[config.mk]
export PLATFORM = sky130hd
export DESIGN_NAME = leb128_fetch_flat
export DESIGN_NICKNAME = d
export VERILOG_FILES = /design/src/rtl/wasm_leb_pkg.sv /design/src/rtl/leb128_fetch_if.sv /design/src/rtl/leb_final_check.sv /design/src/rtl/leb128_fetch.sv /design/src/flat_wrapper.sv
export SDC_FILE = /design/constraint.sdc
export NUM_CORES = 1
export LEC_CHECK = 0
export ABC_AREA = 1
export CORE_UTILIZATION = 45
export DETAILED_ROUTE_END_ITERATION = 6
export DONT_BUFFER_PORTS = 1
export PLACE_DENSITY = 0.58
export SKIP_LAST_GASP = 1
export SLEW_MARGIN = 20
export SYNTH_ARGS = -nofsm -noshare
export SYNTH_HDL_FRONTEND = slang
export SYNTH_HIERARCHICAL = 1
export SYNTH_SLANG_ARGS = --single-unit
[constraint.sdc]
create_clock -name clk -period 7.3 [get_ports clk]
set_clock_uncertainty 0.1 [all_clocks]
set_input_delay 1.46 -clock clk [delete_from_list [all_inputs] [get_ports clk]]
set_output_delay 1.46 -clock clk [all_outputs]
set_load 0.03 [all_outputs]
[src/rtl/wasm_leb_pkg.sv]
// Shared types and constants for the LEB128 immediate fetch stage.
package wasm_leb_pkg;

  typedef enum logic [1:0] {
    ST_IDLE,
    ST_WAIT,
    ST_DECODE,
    ST_DONE
  } leb_state_e;

  typedef enum logic [1:0] {
    LEB_OK    = 2'd0,
    LEB_MEM   = 2'd1,
    LEB_RANGE = 2'd2,
    LEB_NO64  = 2'd3
  } leb_err_e;

  localparam int unsigned LEB_MAX32 = 5;
  localparam int unsigned LEB_MAX64 = 10;

  // Keeps only the bits that belong to the target integer width.
  function automatic logic [63:0] width_mask(input logic is_64);
    return is_64 ? 64'hFFFF_FFFF_FFFF_FFFF : 64'h0000_0000_FFFF_FFFF;
  endfunction

endpackage

[src/rtl/leb128_fetch_if.sv]
// Instruction ROM window port: address out, window data and bound error back.
interface leb128_fetch_if #(
  parameter int MEM_DEPTH = 4,
  parameter int MEM_EXTRA = 4
);

  logic [MEM_DEPTH:0]          mem_addr;
  logic [MEM_EXTRA-1:0]        mem_extra;
  logic [(2**MEM_EXTRA)*8-1:0] mem_data;
  logic                        mem_error;

  modport master (
    output mem_addr,
    output mem_extra,
    input  mem_data,
    input  mem_error
  );

  modport slave (
    input  mem_addr,
    input  mem_extra,
    output mem_data,
    output mem_error
  );

endinterface

[src/rtl/leb_final_check.sv]
// Final-byte legality checks and sign-extension mask for one LEB128 byte.
module leb_final_check
  import wasm_leb_pkg::*;
(
  input  logic [7:0]  byte_in,
  input  logic [3:0]  byte_num,
  input  logic        is_signed,
  input  logic        is_64,
  output logic        overlong,
  output logic        range_err,
  output logic [63:0] sext_mask
);

  logic       at_limit;
  logic [6:0] ext_shift;

  always_comb begin
    at_limit  = is_64 ? (byte_num == 4'(LEB_MAX64)) : (byte_num == 4'(LEB_MAX32));
    overlong  = byte_in[7] & at_limit;
    range_err = 1'b0;
    ext_shift = 7'(byte_num) * 7'd7;
    sext_mask = '0;

    // The last permitted byte may only carry bits that still fit the target width.
    if (!byte_in[7] && at_limit) begin
      if (is_64) begin
        range_err = is_signed ? !((byte_in[6:0] == 7'h00) || (byte_in[6:0] == 7'h7F))
                              : (byte_in[6:1] != 6'd0);
      end else begin
        range_err = is_signed ? (byte_in[6:4] != {3{byte_in[3]}})
                              : (byte_in[6:4] != 3'd0);
      end
    end

    if (is_signed && !byte_in[7] && byte_in[6]) begin
      sext_mask = (64'hFFFF_FFFF_FFFF_FFFF << ext_shift) & width_mask(is_64);
    end
  end

endmodule

[src/rtl/leb128_fetch.sv]
// Fetches a ROM window at a program counter and decodes one WebAssembly LEB128
// immediate from it, one byte per cycle.
module leb128_fetch
  import wasm_leb_pkg::*;
#(
  parameter int MEM_DEPTH = 4,
  parameter int MEM_EXTRA = 4,
  parameter bit USE_64B   = 1'b1
) (
  input  logic               clk,
  input  logic               reset,
  input  logic               start,
  input  logic [MEM_DEPTH:0] start_pc,
  input  logic               is_signed,
  input  logic               is_64,
  output logic               busy,
  output logic               done,
  output logic [63:0]        value,
  output logic [MEM_DEPTH:0] next_pc,
  output logic [1:0]         error,
  leb128_fetch_if.master     mem
);

  localparam int AW       = MEM_DEPTH + 1;
  localparam int WIN_BITS = (2 ** MEM_EXTRA) * 8;

  leb_state_e          state_q, state_d;
  logic [AW-1:0]       pc_q, pc_d;
  logic [AW-1:0]       addr_q, addr_d;
  logic [AW-1:0]       mem_addr_c;
  logic                signed_q, signed_d;
  logic                is64_q, is64_d;
  logic [WIN_BITS-1:0] win_q, win_d;
  logic [63:0]         acc_q, acc_d;
  logic [3:0]          idx_q, idx_d;
  logic [63:0]         value_q, value_d;
  logic [AW-1:0]       next_pc_q, next_pc_d;
  leb_err_e            error_q, error_d;

  logic [7:0]          cur_byte;
  logic [3:0]          idx_inc;
  logic [6:0]          shamt;
  logic [63:0]         acc_next;
  logic                overlong;
  logic                range_err;
  logic [63:0]         sext_mask;

  // The window is shifted up one byte per decode cycle, so the current byte is always on top.
  assign cur_byte = win_q[WIN_BITS-1 -: 8];
  assign idx_inc  = idx_q + 4'd1;
  assign shamt    = 7'(idx_q) * 7'd7;
  assign acc_next = acc_q | (64'(cur_byte[6:0]) << shamt);

  leb_final_check u_check (
    .byte_in   (cur_byte),
    .byte_num  (idx_inc),
    .is_signed (signed_q),
    .is_64     (is64_q),
    .overlong  (overlong),
    .range_err (range_err),
    .sext_mask (sext_mask)
  );

  // DONE also accepts a request so a new decode can launch on the edge done drops.
  always_comb begin
    state_d    = state_q;
    pc_d       = pc_q;
    addr_d     = addr_q;
    signed_d   = signed_q;
    is64_d     = is64_q;
    win_d      = win_q;
    acc_d      = acc_q;
    idx_d      = idx_q;
    value_d    = value_q;
    next_pc_d  = next_pc_q;
    error_d    = error_q;
    mem_addr_c = addr_q;

    unique case (state_q)
      ST_IDLE, ST_DONE: begin
        state_d = ST_IDLE;
        if (start) begin
          if (is_64 && !USE_64B) begin
            state_d   = ST_DONE;
            error_d   = LEB_NO64;
            value_d   = '0;
            next_pc_d = start_pc;
          end else begin
            state_d    = ST_WAIT;
            pc_d       = start_pc;
            addr_d     = start_pc;
            signed_d   = is_signed;
            is64_d     = is_64;
            mem_addr_c = start_pc;
          end
        end
      end

      ST_WAIT: begin
        win_d = mem.mem_data;
        acc_d = '0;
        idx_d = '0;
        if (mem.mem_error) begin
          state_d   = ST_DONE;
          error_d   = LEB_MEM;
          value_d   = '0;
          next_pc_d = pc_q;
        end else begin
          state_d = ST_DECODE;
        end
      end

      ST_DECODE: begin
        acc_d = acc_next;
        idx_d = idx_inc;
        win_d = win_q << 8;
        if (overlong || (!cur_byte[7] && range_err)) begin
          state_d   = ST_DONE;
          error_d   = LEB_RANGE;
          value_d   = '0;
          next_pc_d = pc_q + AW'(idx_inc);
        end else if (!cur_byte[7]) begin
          state_d   = ST_DONE;
          error_d   = LEB_OK;
          value_d   = (acc_next | sext_mask) & width_mask(is64_q);
          next_pc_d = pc_q + AW'(idx_inc);
        end
      end

      default: state_d = ST_IDLE;
    endcase
  end

  always_ff @(posedge clk or negedge reset) begin
    if (!reset) begin
      state_q   <= ST_IDLE;
      pc_q      <= '0;
      addr_q    <= '0;
      signed_q  <= 1'b0;
      is64_q    <= 1'b0;
      win_q     <= '0;
      acc_q     <= '0;
      idx_q     <= '0;
      value_q   <= '0;
      next_pc_q <= '0;
      error_q   <= LEB_OK;
    end else begin
      state_q   <= state_d;
      pc_q      <= pc_d;
      addr_q    <= addr_d;
      signed_q  <= signed_d;
      is64_q    <= is64_d;
      win_q     <= win_d;
      acc_q     <= acc_d;
      idx_q     <= idx_d;
      value_q   <= value_d;
      next_pc_q <= next_pc_d;
      error_q   <= error_d;
    end
  end

  assign busy          = (state_q != ST_IDLE);
  assign done          = (state_q == ST_DONE);
  assign value         = value_q;
  assign next_pc       = next_pc_q;
  assign error         = error_q;
  assign mem.mem_addr  = mem_addr_c;
  assign mem.mem_extra = '1;

endmodule
[src/flat_wrapper.sv]
// flat-port wrapper written by rule: the top's interface ports become plain ports
module leb128_fetch_flat import wasm_leb_pkg::*;
#(
  parameter int MEM_DEPTH = 4,
  parameter int MEM_EXTRA = 4,
  parameter bit USE_64B   = 1'b1
)
  (clk, reset, start, start_pc, is_signed, is_64, busy, done, value, next_pc, error, mem_mem_addr, mem_mem_extra, mem_mem_data, mem_mem_error);
  leb128_fetch_if #(.MEM_DEPTH(MEM_DEPTH), .MEM_EXTRA(MEM_EXTRA)) mem_i ();
  input  logic clk;
  input  logic reset;
  input  logic start;
  input  logic [MEM_DEPTH:0] start_pc;
  input  logic is_signed;
  input  logic is_64;
  output logic busy;
  output logic done;
  output logic [63:0] value;
  output logic [MEM_DEPTH:0] next_pc;
  output logic [1:0] error;
  output wire logic [$bits(mem_i.mem_addr)-1:0] mem_mem_addr;
  output wire logic [$bits(mem_i.mem_extra)-1:0] mem_mem_extra;
  input wire logic [$bits(mem_i.mem_data)-1:0] mem_mem_data;
  input wire logic [$bits(mem_i.mem_error)-1:0] mem_mem_error;
  assign mem_mem_addr = mem_i.mem_addr;
  assign mem_mem_extra = mem_i.mem_extra;
  assign mem_i.mem_data = mem_mem_data;
  assign mem_i.mem_error = mem_mem_error;
  leb128_fetch #(.MEM_DEPTH(MEM_DEPTH), .MEM_EXTRA(MEM_EXTRA), .USE_64B(USE_64B)) u_core (.clk(clk), .reset(reset), .start(start), .start_pc(start_pc), .is_signed(is_signed), .is_64(is_64), .busy(busy), .done(done), .value(value), .next_pc(next_pc), .error(error), .mem(mem_i));
endmodule
======== Yosys cells after proc, flatten, opt, wreduce, memory -nomap -nowiden ========
Index checks and enable logic that the tools add are counted.
word-level totals
  flip-flop bits (word level) ............. 281
  output and inout port bits .............. 82
  logic and storage cells ................. 77
cells by class
  add/subtract/negate cells ............... 2
  multiply operators ...................... 2
  equality and inequality tests ........... 9
  shift-type cells ........................ 2
  mux-type cells .......................... 29
  bitwise gates (word level) .............. 5
  reduce and logical (&&, ||, !) cells .... 17
operators with widths
  kind                                                                   count
  64-bit 2-to-1 mux                                                      5
  128-bit case mux with 2 select lines                                   1
  64-bit case mux with 2 select lines                                    2
  64-bit bitwise AND                                                     2
  64-bit OR                                                              2
  64-bit by 7-bit left shift with 64-bit output, first input constant    1
  7-bit by 7-bit left shift with 64-bit output                           1
  5-bit 2-to-1 mux                                                       5
  4-bit by 3-bit multiplier with 7-bit output, second input constant     2
  2-bit 2-to-1 mux                                                       5
  5-bit case mux with 2 select lines                                     1
  4-bit case mux with 2 select lines                                     1
  7-bit equality test, second input constant                             1
  7-bit zero test                                                        1
  1-bit 2-to-1 mux                                                       7
  2-bit case mux with 3 select lines                                     1
  6-bit nonzero test                                                     1
  5-bit by 4-bit adder with 5-bit output                                 1
  4-bit by 1-bit adder with 4-bit output, second input constant          1
  2-bit equality test, second input constant                             2
  4-bit by 3-bit equality test with 1-bit output, second input constant  1
  4-bit equality test, second input constant                             1
  1-bit logical AND                                                      4
  2-bit case mux with 2 select lines                                     1
  13 further kinds                                                       16

======== Logic depth before layout (Yosys ltp) ========
Gate-level depths: netlist (run 1).
  word-level depth ........................ 10
  depth in mapped cells ................... 20
  mapped depth without buffers ............ 19

======== By module ========
The synthesis (run 1) kept the hierarchy.
modules (own cells, without submodules)
  module           instances  cells each  area each (um^2)  seq. area each (um^2)
  leb128_fetch     1          1572        12866.1           7031.7
  leb_final_check  1          269         1328.8            0.0

======== Worst setup path before layout (run 1) ========
OpenSTA, ideal clock, no wires.
  path type ............................... input port to output port
  start ................................... input port start
  end ..................................... output port mem_mem_addr[3]
  arrival ................................. 2.170 ns
  path slack .............................. 3.570 ns
  cell stages on the path ................. 5
  buffers on the path ..................... 1
  path through ............................ nand2_1 > inv_1 > buf_2 > nand2_1 > nand2_1
on the way
  longest elaborated chain between the ends .. 2
RTL lines
  item              line                source
  from (decl)       flat_wrapper.sv:12  input logic start;
  5-bit 2-to-1 mux  leb128_fetch.sv:82  if (start) begin
  5-bit 2-to-1 mux  leb128_fetch.sv:79  unique case (state_q)
  to (decl)         flat_wrapper.sv:21  output wire logic [$bits(mem_i.mem_addr)-1:0] mem_mem_addr;
No other way between the ends.

======== Final worst setup path (run 1) ========
  start ................................... register u_core.state_q[0]
  end ..................................... output port mem_mem_addr[2]
on the way
  longest elaborated chain between the ends .. 3
  elaborated cells between the ends (all ways) .. 4
  those cells by class .................... 1 x eq/ne; 1 x mux; 2 x reduce/logical
RTL lines
  item                                                           line                 source
  from (decl)                                                    leb128_fetch.sv:27   leb_state_e state_q, state_d;
  from (signal assigned)                                         leb128_fetch.sv:148  state_q <= state_d;
  2-bit equality test / 2-bit zero test (equally long branches)  leb128_fetch.sv:79
  2-bit OR reduction *                                           leb128_fetch.sv:79
  5-bit 2-to-1 mux *                                             leb128_fetch.sv:79
Every way passes the cells marked *; elsewhere a longest branch is shown, timed or not.

==> results.toml, run 1 <==
[floorplanning]
die_h_microns = 180
start_util_pct = 46.0
die_w_microns = 180
ios = 221
num_rows = 64
dieArea_sq_um = 32300
core_sq_um = 30800

[global_routing]
grt_pass1_vias = 11686
gr-total-overflow = 0
antenna_found_initial = 0
grt_use_total_pct = 25.3
grt_pass1_wl_microns = 65300
grt_max_degree = 282

[pwr]
power_density_nw_per_um2 = 516
combPwrFrac_pct = 48.6
power.switching_fraction_pct = 49.2
clock_power_share_pct = 19.0
sequentialPowerShare_pct = 32.4
netSwitchingPower_mw = 3.87
ir_worst_vdd_v = 0.000402
p_leak_nw = 7.76
internal_power_mw = 4.00
p_total_mw = 7.87

[placement]
io_buffer_count = 0
pre_cts_slack_ns = 2.50
hpwl_microns = 27600
post_dp_cell_area_sq_um = 14300
routabilityCongestion = 0.999

[routing]
routed_wl_microns = 40800
dr.pass1.iters = 7
drc_errors = 8
routed_via_density = 5.50
wl_per_cell_microns = 18.6
antenna_left = 0
vias = 12027
dr.first_iter.drc_count = 1152

[critical_path]
start_kind = "flip-flop"
cp-end-kind = "primary output"
required_ns = 5.74
critPathMaxFanout = 69
cp.arrival_ns = 3.77
worstSetupPathType = "flip-flop to primary output"

[outcome]
status = "finished, violations left"
violations = "DRC"

[sta]
tns_ns = 0
fin_hold_ws_ns = 0.375
slew_headroom_pct = 36.1
fin_ws_ns = 1.97
worst_pin_slew_ns = 0.957
final-hold-violation-count = 0
period_minus_slack_ns = 5.33
drv_slew = 0
rsz0062_at_grt = "false"
finalSetupViolations = 0
max_clock_freq_mhz = 188
period_share_pct = 73.0

[cts]
clock_sinks = 281
cts.clk_slew.worst_paths_ns = 0.06
post_cts_resized = 0
cts_buffers = 31
cts-root-buf = "clkbuf_16"
post_cts_buffers = 0
cts_hold_buf = 0
cts.path.max_buffers = 3
htreeDepth = 1
clock_latency_ns = 0.56
tritoncts = "yes"

[yosys]
syn_area_sq_um = 14200
yosysTopAreaCellShare_pct = 49.5
postSynthCellCount = 1841
ys_seq_area_share_pct = 49.5
yosysWarnings = 6
synthAdderAreaFrac_pct = 2.38
synth_top_family_by_area = "simple AND/OR/NAND/NOR gates"
yosysTopAreaCell = "dfrtp_1"
postSynthAreaPerCell_sq_um = 7.71
synthXorXnorAreaFrac_pct = 0.247
synth_compound_area_share_pct = 8.40
synth-simple-area-share_pct = 30.4
ys_seq_elements = 281
yosys-mux-area-fraction_pct = 0
synth_edf_count = 0
async_flop_share_pct = 100
synth_cell_types = 32
synth_area_leaders = "dfrtp_1 50%, nand2_1 14%, nand3_1 12%, inv_1 5.2%, o21ai_0 3.7%"
ys.flop_type = "dfrtp_1"

[flow_run]
cap_violations = 0

[cells_and_area]
final_area_sq_um = 15200
antenna_cells = 0
nNetsFinal = 1933
area_delta_synth_final_pct = 7.43
post_route_cells_drive_above_1_share_pct = 4.46

[hold_path]
hold_path.class = "flip-flop to flip-flop"
[power by group through the flow]
| stage | Combinational [mW] | Clock [mW] | Sequential, mW |
|---|---|---|---|
| after global routing | 4.30 | 1.59 | 2.61 |
| after detailed placement | 3.81 | 0 | 2.57 |
| final | 3.83 | 1.49 | 2.55 |
| after global placement | 3.76 | 0 | 2.56 |
| after floorplan | 2.94 | 0 | 2.43 |
| after CTS | 3.82 | 1.53 | 2.55 |
[layer usage]
| metal | vias up | GRT usage [%] | routed length, microns |
|---|---|---|---|
| li1 | 5785 | - | - |
| met1 | 5787 | 33.2 | 17100 |
| met2 | 383 | 40.7 | 19100 |
| met3 | 72 | 6.48 | 3290 |
| met4 | 0 | 8.52 | 1330 |
| met5 | - | 0 | 0 |
[cell type report]
| class | instances | area, sq um |
|---|---|---|
| clock inverter | 7 | 63.8 |
| multi-input combinational | 1244 | 5920 |
| clock buffer | 48 | 900 |
| timing repair buffer | 11 | 82.6 |
| inverter | 201 | 759 |
| sequential | 281 | 7030 |
| fill | 3088 | 15600 |
| tap | 396 | 495 |
[path summary, 6_finish.rpt]
kind | startpoint | end | slack (ns) | depth (start not counted)
setup / recovery | u_core/state_q[0]$_DFFE_PN0P_ | mem_mem_addr[2] | 1.97 | 7
hold / removal | u_core/win_q[95]$_DFFE_PN0N_ | u_core/win_q[103]$_DFFE_PN0N_ | 0.37 | 2
setup reg to reg | u_core/idx_q[1]$_DFFE_PN0N_ | u_core/value[26]$_DFFE_PN0P_ | 2.74 | 16
hold reg to reg | u_core/win_q[95]$_DFFE_PN0N_ | u_core/win_q[103]$_DFFE_PN0N_ | 0.37 | 2
max in group asynchronous | reset | u_core/value[56]$_DFFE_PN0P_ | 6.20 | 0
min in group asynchronous | reset | u_core/value[31]$_DFFE_PN0P_ | 0.50 | 0
[placed cells by master (no fill, tap or decap), types with 2 or more instances in the layout]
cell type | Yosys | routed
clkbuf_8 | 0 | 6
xor2_1 | 2 | 2
nor2_1 | 84 | 83
o21ai_0 | 104 | 104
ha_1 | 19 | 18
nand2_1 | 523 | 521
clkbuf_1 | 64 | 11
nor3_1 | 4 | 4
nand4_1 | 11 | 11
xnor2_1 | 2 | 2
nand3b_1 | 18 | 18
clkbuf_16 | 0 | 31
nand2_2 | 2 | 3
inv_1 | 196 | 196
o21ai_1 | 6 | 6
nor2_2 | 11 | 12
fa_1 | 5 | 5
buf_4 | 6 | 11
o22ai_1 | 2 | 2
nand3_1 | 334 | 334
a21oi_1 | 76 | 76
clkinv_2 | 0 | 7
conb_1 | 1 | 4
o211ai_1 | 32 | 32
dfrtp_1 | 281 | 281
[cell usage after synthesis, types with 3 or more instances]
master      n
o21ai_0   104
nor2_2     11
nand3_1   334
buf_6       3
buf_4       6
nand3b_1   18
buf_2      32
nor3_1      4
a21oi_1    76
nor2_1     84
inv_1     196
o211ai_1   32
inv_2       3
nand2_1   523
buf_1      13
nand4_1    11
o21ai_1     6
fa_1        5
clkbuf_1   64
ha_1       19
dfrtp_1   281
[kinds of logic (layout without fill, tap and decap cells)]
group                      Yosys count  in the layout
other                                1              4
xor gates and xnor gates             4              4
adders and majority gates           24             24
and+or+nand+nor                    991            991
buffers and inverters              319            267
DFF                                281            281
AOI/OAI and AO/OA                  221            221
[worst max-delay path: stages, from the launching register on]
cell      delay [ns]
dfrtp_1         0.37
inv_1           0.10
ha_4            0.74
clkinv_2        0.81
nand2_1         0.57
inv_1           0.24
nand2_1         0.13
nand2_1         0.23
[state kept, by name, indices dropped and copies added, names as in the netlist]
register         count
u_core/value        64
u_core/pc_q          5
u_core/is64_q        1
u_core/next_pc       5
u_core/state_q       2
u_core/error         2
u_core/acc_q        64
u_core/addr_q        5
u_core/signed_q      1
u_core/idx_q         4
u_core/win_q       128
[stage by stage]
step                      util (%)  cells
after floorplan                  -   1844
after global placement        46.3   2133
after detailed placement      46.3   2133
after CTS                     49.4   2188
after global routing          49.5   2188
final                         49.5   2188
Note: power is estimated with default switching activity, not from simulation.
==> inputs of run 2 (changes only) <==
Clock period 7.3 ns to 5.3 ns, I/O delays scaled along.
==> run 2 against run 1 <==
  * Highest routed layer unchanged
  * Combinational power up 41%
  * The flow still finishes with violations (DRC)
  * Largest cell class unchanged
  * Clock power up 56%
  * Die area unchanged
  * Worst hold slack lost 0.22 ns
  * Total power is 43% higher
  * Non-clock buffer count increased by 4
  * Critical path type is now flip-flop to flip-flop
  * Register-to-register slack worse by 1.8 ns
==> results.toml, run 2 (synthesis results as in run 1) <==
[outcome]
status = "finished, violations left"
violations = "DRC"

[placement]
dpl.cell_count = 2137
hpwl_microns = 27900
routabilityCongestion = 0.930
io_buffer_count = 0

[pwr]
netSwitchingPower_mw = 5.52
clock_power_share_pct = 20.8
combPwrFrac_pct = 48.1
p_total_mw = 11.2
sequentialPowerShare_pct = 31.1
p_leak_nw = 7.88
power.switching_fraction_pct = 49.1
ir_worst_vdd_v = 0.000405
internal_power_mw = 5.72
power_density_nw_per_um2 = 727

[cells_and_area]
top_register = "u_core/win_q"
antenna_cells = 0
layout_commonest_cell = "nand2_1"
nNetsFinal = 1940
multi_input_comb_area_sq_um = 5920
finalNonFillerCells = 2199
largest_reg_flops = 128
fillers = 3017
layout_common_cells = "521 x nand2_1, 334 x nand3_1, 281 x dfrtp_1"
ff_latch_area_sq_um = 7030
area_delta_synth_final_pct = 8.81
post_route_cells_drive_above_1_share_pct = 5.55

[sta]
finalSetupViolations = 0
final-hold-violation-count = 0
slew_headroom_pct = 25.2
period_minus_slack_ns = 4.38
rsz0062_at_grt = "false"
worst_pin_slew_ns = 1.12
max_clock_freq_mhz = 229
drv_slew = 0
tns_ns = 0
period_share_pct = 82.6

[routing]
dr.first_iter.drc_count = 1123
routed_wl_microns = 41900
antenna_left = 0
drc_errors = 8
wl_per_cell_microns = 19.0
vias = 11994
dr.pass1.iters = 7
routed_via_density = 5.45

[critical_path]
cp.arrival_ns = 4.72
r2r_end = "u_core/value[28]$_DFFE_PN0P_"
rr_worst_depth = 15
reg2reg_slack_ns = 0.92
required_ns = 5.65
critPathMaxFanout = 32
cpMostUsedCell = "inv_1"
slowest_stage = "dfrtp_1"
cp-end-kind = "flip-flop"
start_kind = "flip-flop"
worstSetupPathType = "flip-flop to flip-flop"
r2r-start = "u_core/idx_q[0]$_DFFE_PN0N_"
path_cells = "ha_1 -> xnor2_1 -> inv_1 -> inv_1 -> fa_1 -> inv_1 -> ha_1 -> nand3_1 -> nand2_1 -> nand2_2 -> nand2_2 -> nand3b_4 -> nor2_1 -> o21ai_1 -> nand2_1"
critPathMaxStageDelay_ns = 0.75

[flow_run]
cap_violations = 0

[floorplanning]
core_sq_um = 30800
start_util_pct = 46.0
ios = 221
die_h_microns = 180
die_w_microns = 180
num_rows = 64
dieArea_sq_um = 32300

[cts]
clock_sinks = 281
clock_latency_ns = 0.52
cts-root-buf = "clkbuf_16"
tritoncts = "yes"
cts.path.max_buffers = 3
cts_hold_buf = 0
post_cts_buffers = 0
htreeDepth = 2
post_cts_resized = 0
cts.clk_slew.worst_paths_ns = 0.06
cts_buffers = 34

[global_routing]
grt_pass1_wl_microns = 66400
gr-total-overflow = 0
antenna_found_initial = 0
grt_pass1_vias = 11700
grt_max_degree = 282
grt_use_total_pct = 25.9

[hold_path]
hold_path.class = "input port to async pin"
-- run 2: changes by cell type in the layout (fill, tap and decap cells not counted), sizes merged --
cell    before  now
clkbuf      48   43
buf         11   15
clkinv       8   16
bufinv       1    2
inv        199  202
-- run 2: power groups by stage --
stage | Combinational, mW | Clock, mW | Sequential, mW
floorplan | 4.05 | 0 | 3.35
global placement | 5.38 | 0 | 3.51
detailed placement | 5.41 | 0 | 3.52
CTS | 5.42 | 2.40 | 3.50
global route | 6.04 | 2.47 | 3.57
finish | 5.40 | 2.33 | 3.50
-- run 2: per-layer routing --
| metal | share of wire, % | up-vias | GRT usage (%) |
|---|---|---|---|
| li1 | - | 5809 | - |
| met1 | 42 | 5758 | 33.5 |
| met2 | 48 | 368 | 43.4 |
| met3 | 7.4 | 59 | 6.50 |
| met4 | 2.1 | 0 | 6.86 |
| met5 | 0 | - | 0 |
-- run 2: final cells by class --
class	instances	area share, %
sequential	281	45.5
multi-input combinational	1244	38.3
clock buffer	43	6.18
inverter	201	4.92
tap	396	3.21
clock inverter	19	1.11
timing repair buffer	15	0.753
-- run 2: worst max-delay path by stage --
stage | slack [ns] | cells after the start | start | to
2_1_floorplan | 1.91 | 15 | u_core/idx_q[1]$_DFFE_PN0N_ | u_core/value[49]$_DFFE_PN0P_
3_3_place_gp | 1.04 | 15 | u_core/idx_q[0]$_DFFE_PN0N_ | u_core/value[28]$_DFFE_PN0P_
3_5_place_dp | 0.97 | 15 | u_core/idx_q[0]$_DFFE_PN0N_ | u_core/value[28]$_DFFE_PN0P_
4_1_cts | 0.95 | 15 | u_core/idx_q[0]$_DFFE_PN0N_ | u_core/value[28]$_DFFE_PN0P_
5_1_grt | 0.57 | 15 | u_core/idx_q[0]$_DFFE_PN0N_ | u_core/value[28]$_DFFE_PN0P_
6_report | 0.92 | 15 | u_core/idx_q[0]$_DFFE_PN0N_ | u_core/value[28]$_DFFE_PN0P_
-- run 2: stage by stage --
stage | util, % | setup slack [ns] | hold slack [ns] | area (sq um)
final | 50.1 | 0.924 | 0.155 | 15400
after global routing | 50.1 | 0.570 | 0.130 | 15400
after CTS | 50.1 | 0.950 | 0.130 | 15400
after detailed placement | 46.4 | 0.970 | 0.364 | 14300
after global placement | 46.4 | 1.04 | 0.361 | 14300
after floorplan | - | 1.91 | 0.352 | 14200
-- run 2: worst max-delay path: cells and delay by family, from the launching register on --
family | cells | cell delay [ns]
flops | 1 | 0.75
simple gates | 7 | 1.67
buf+inv | 3 | 0.43
compound gates | 1 | 0.14
xor+xnor | 1 | 0.10
fa+ha+maj | 3 | 1.11
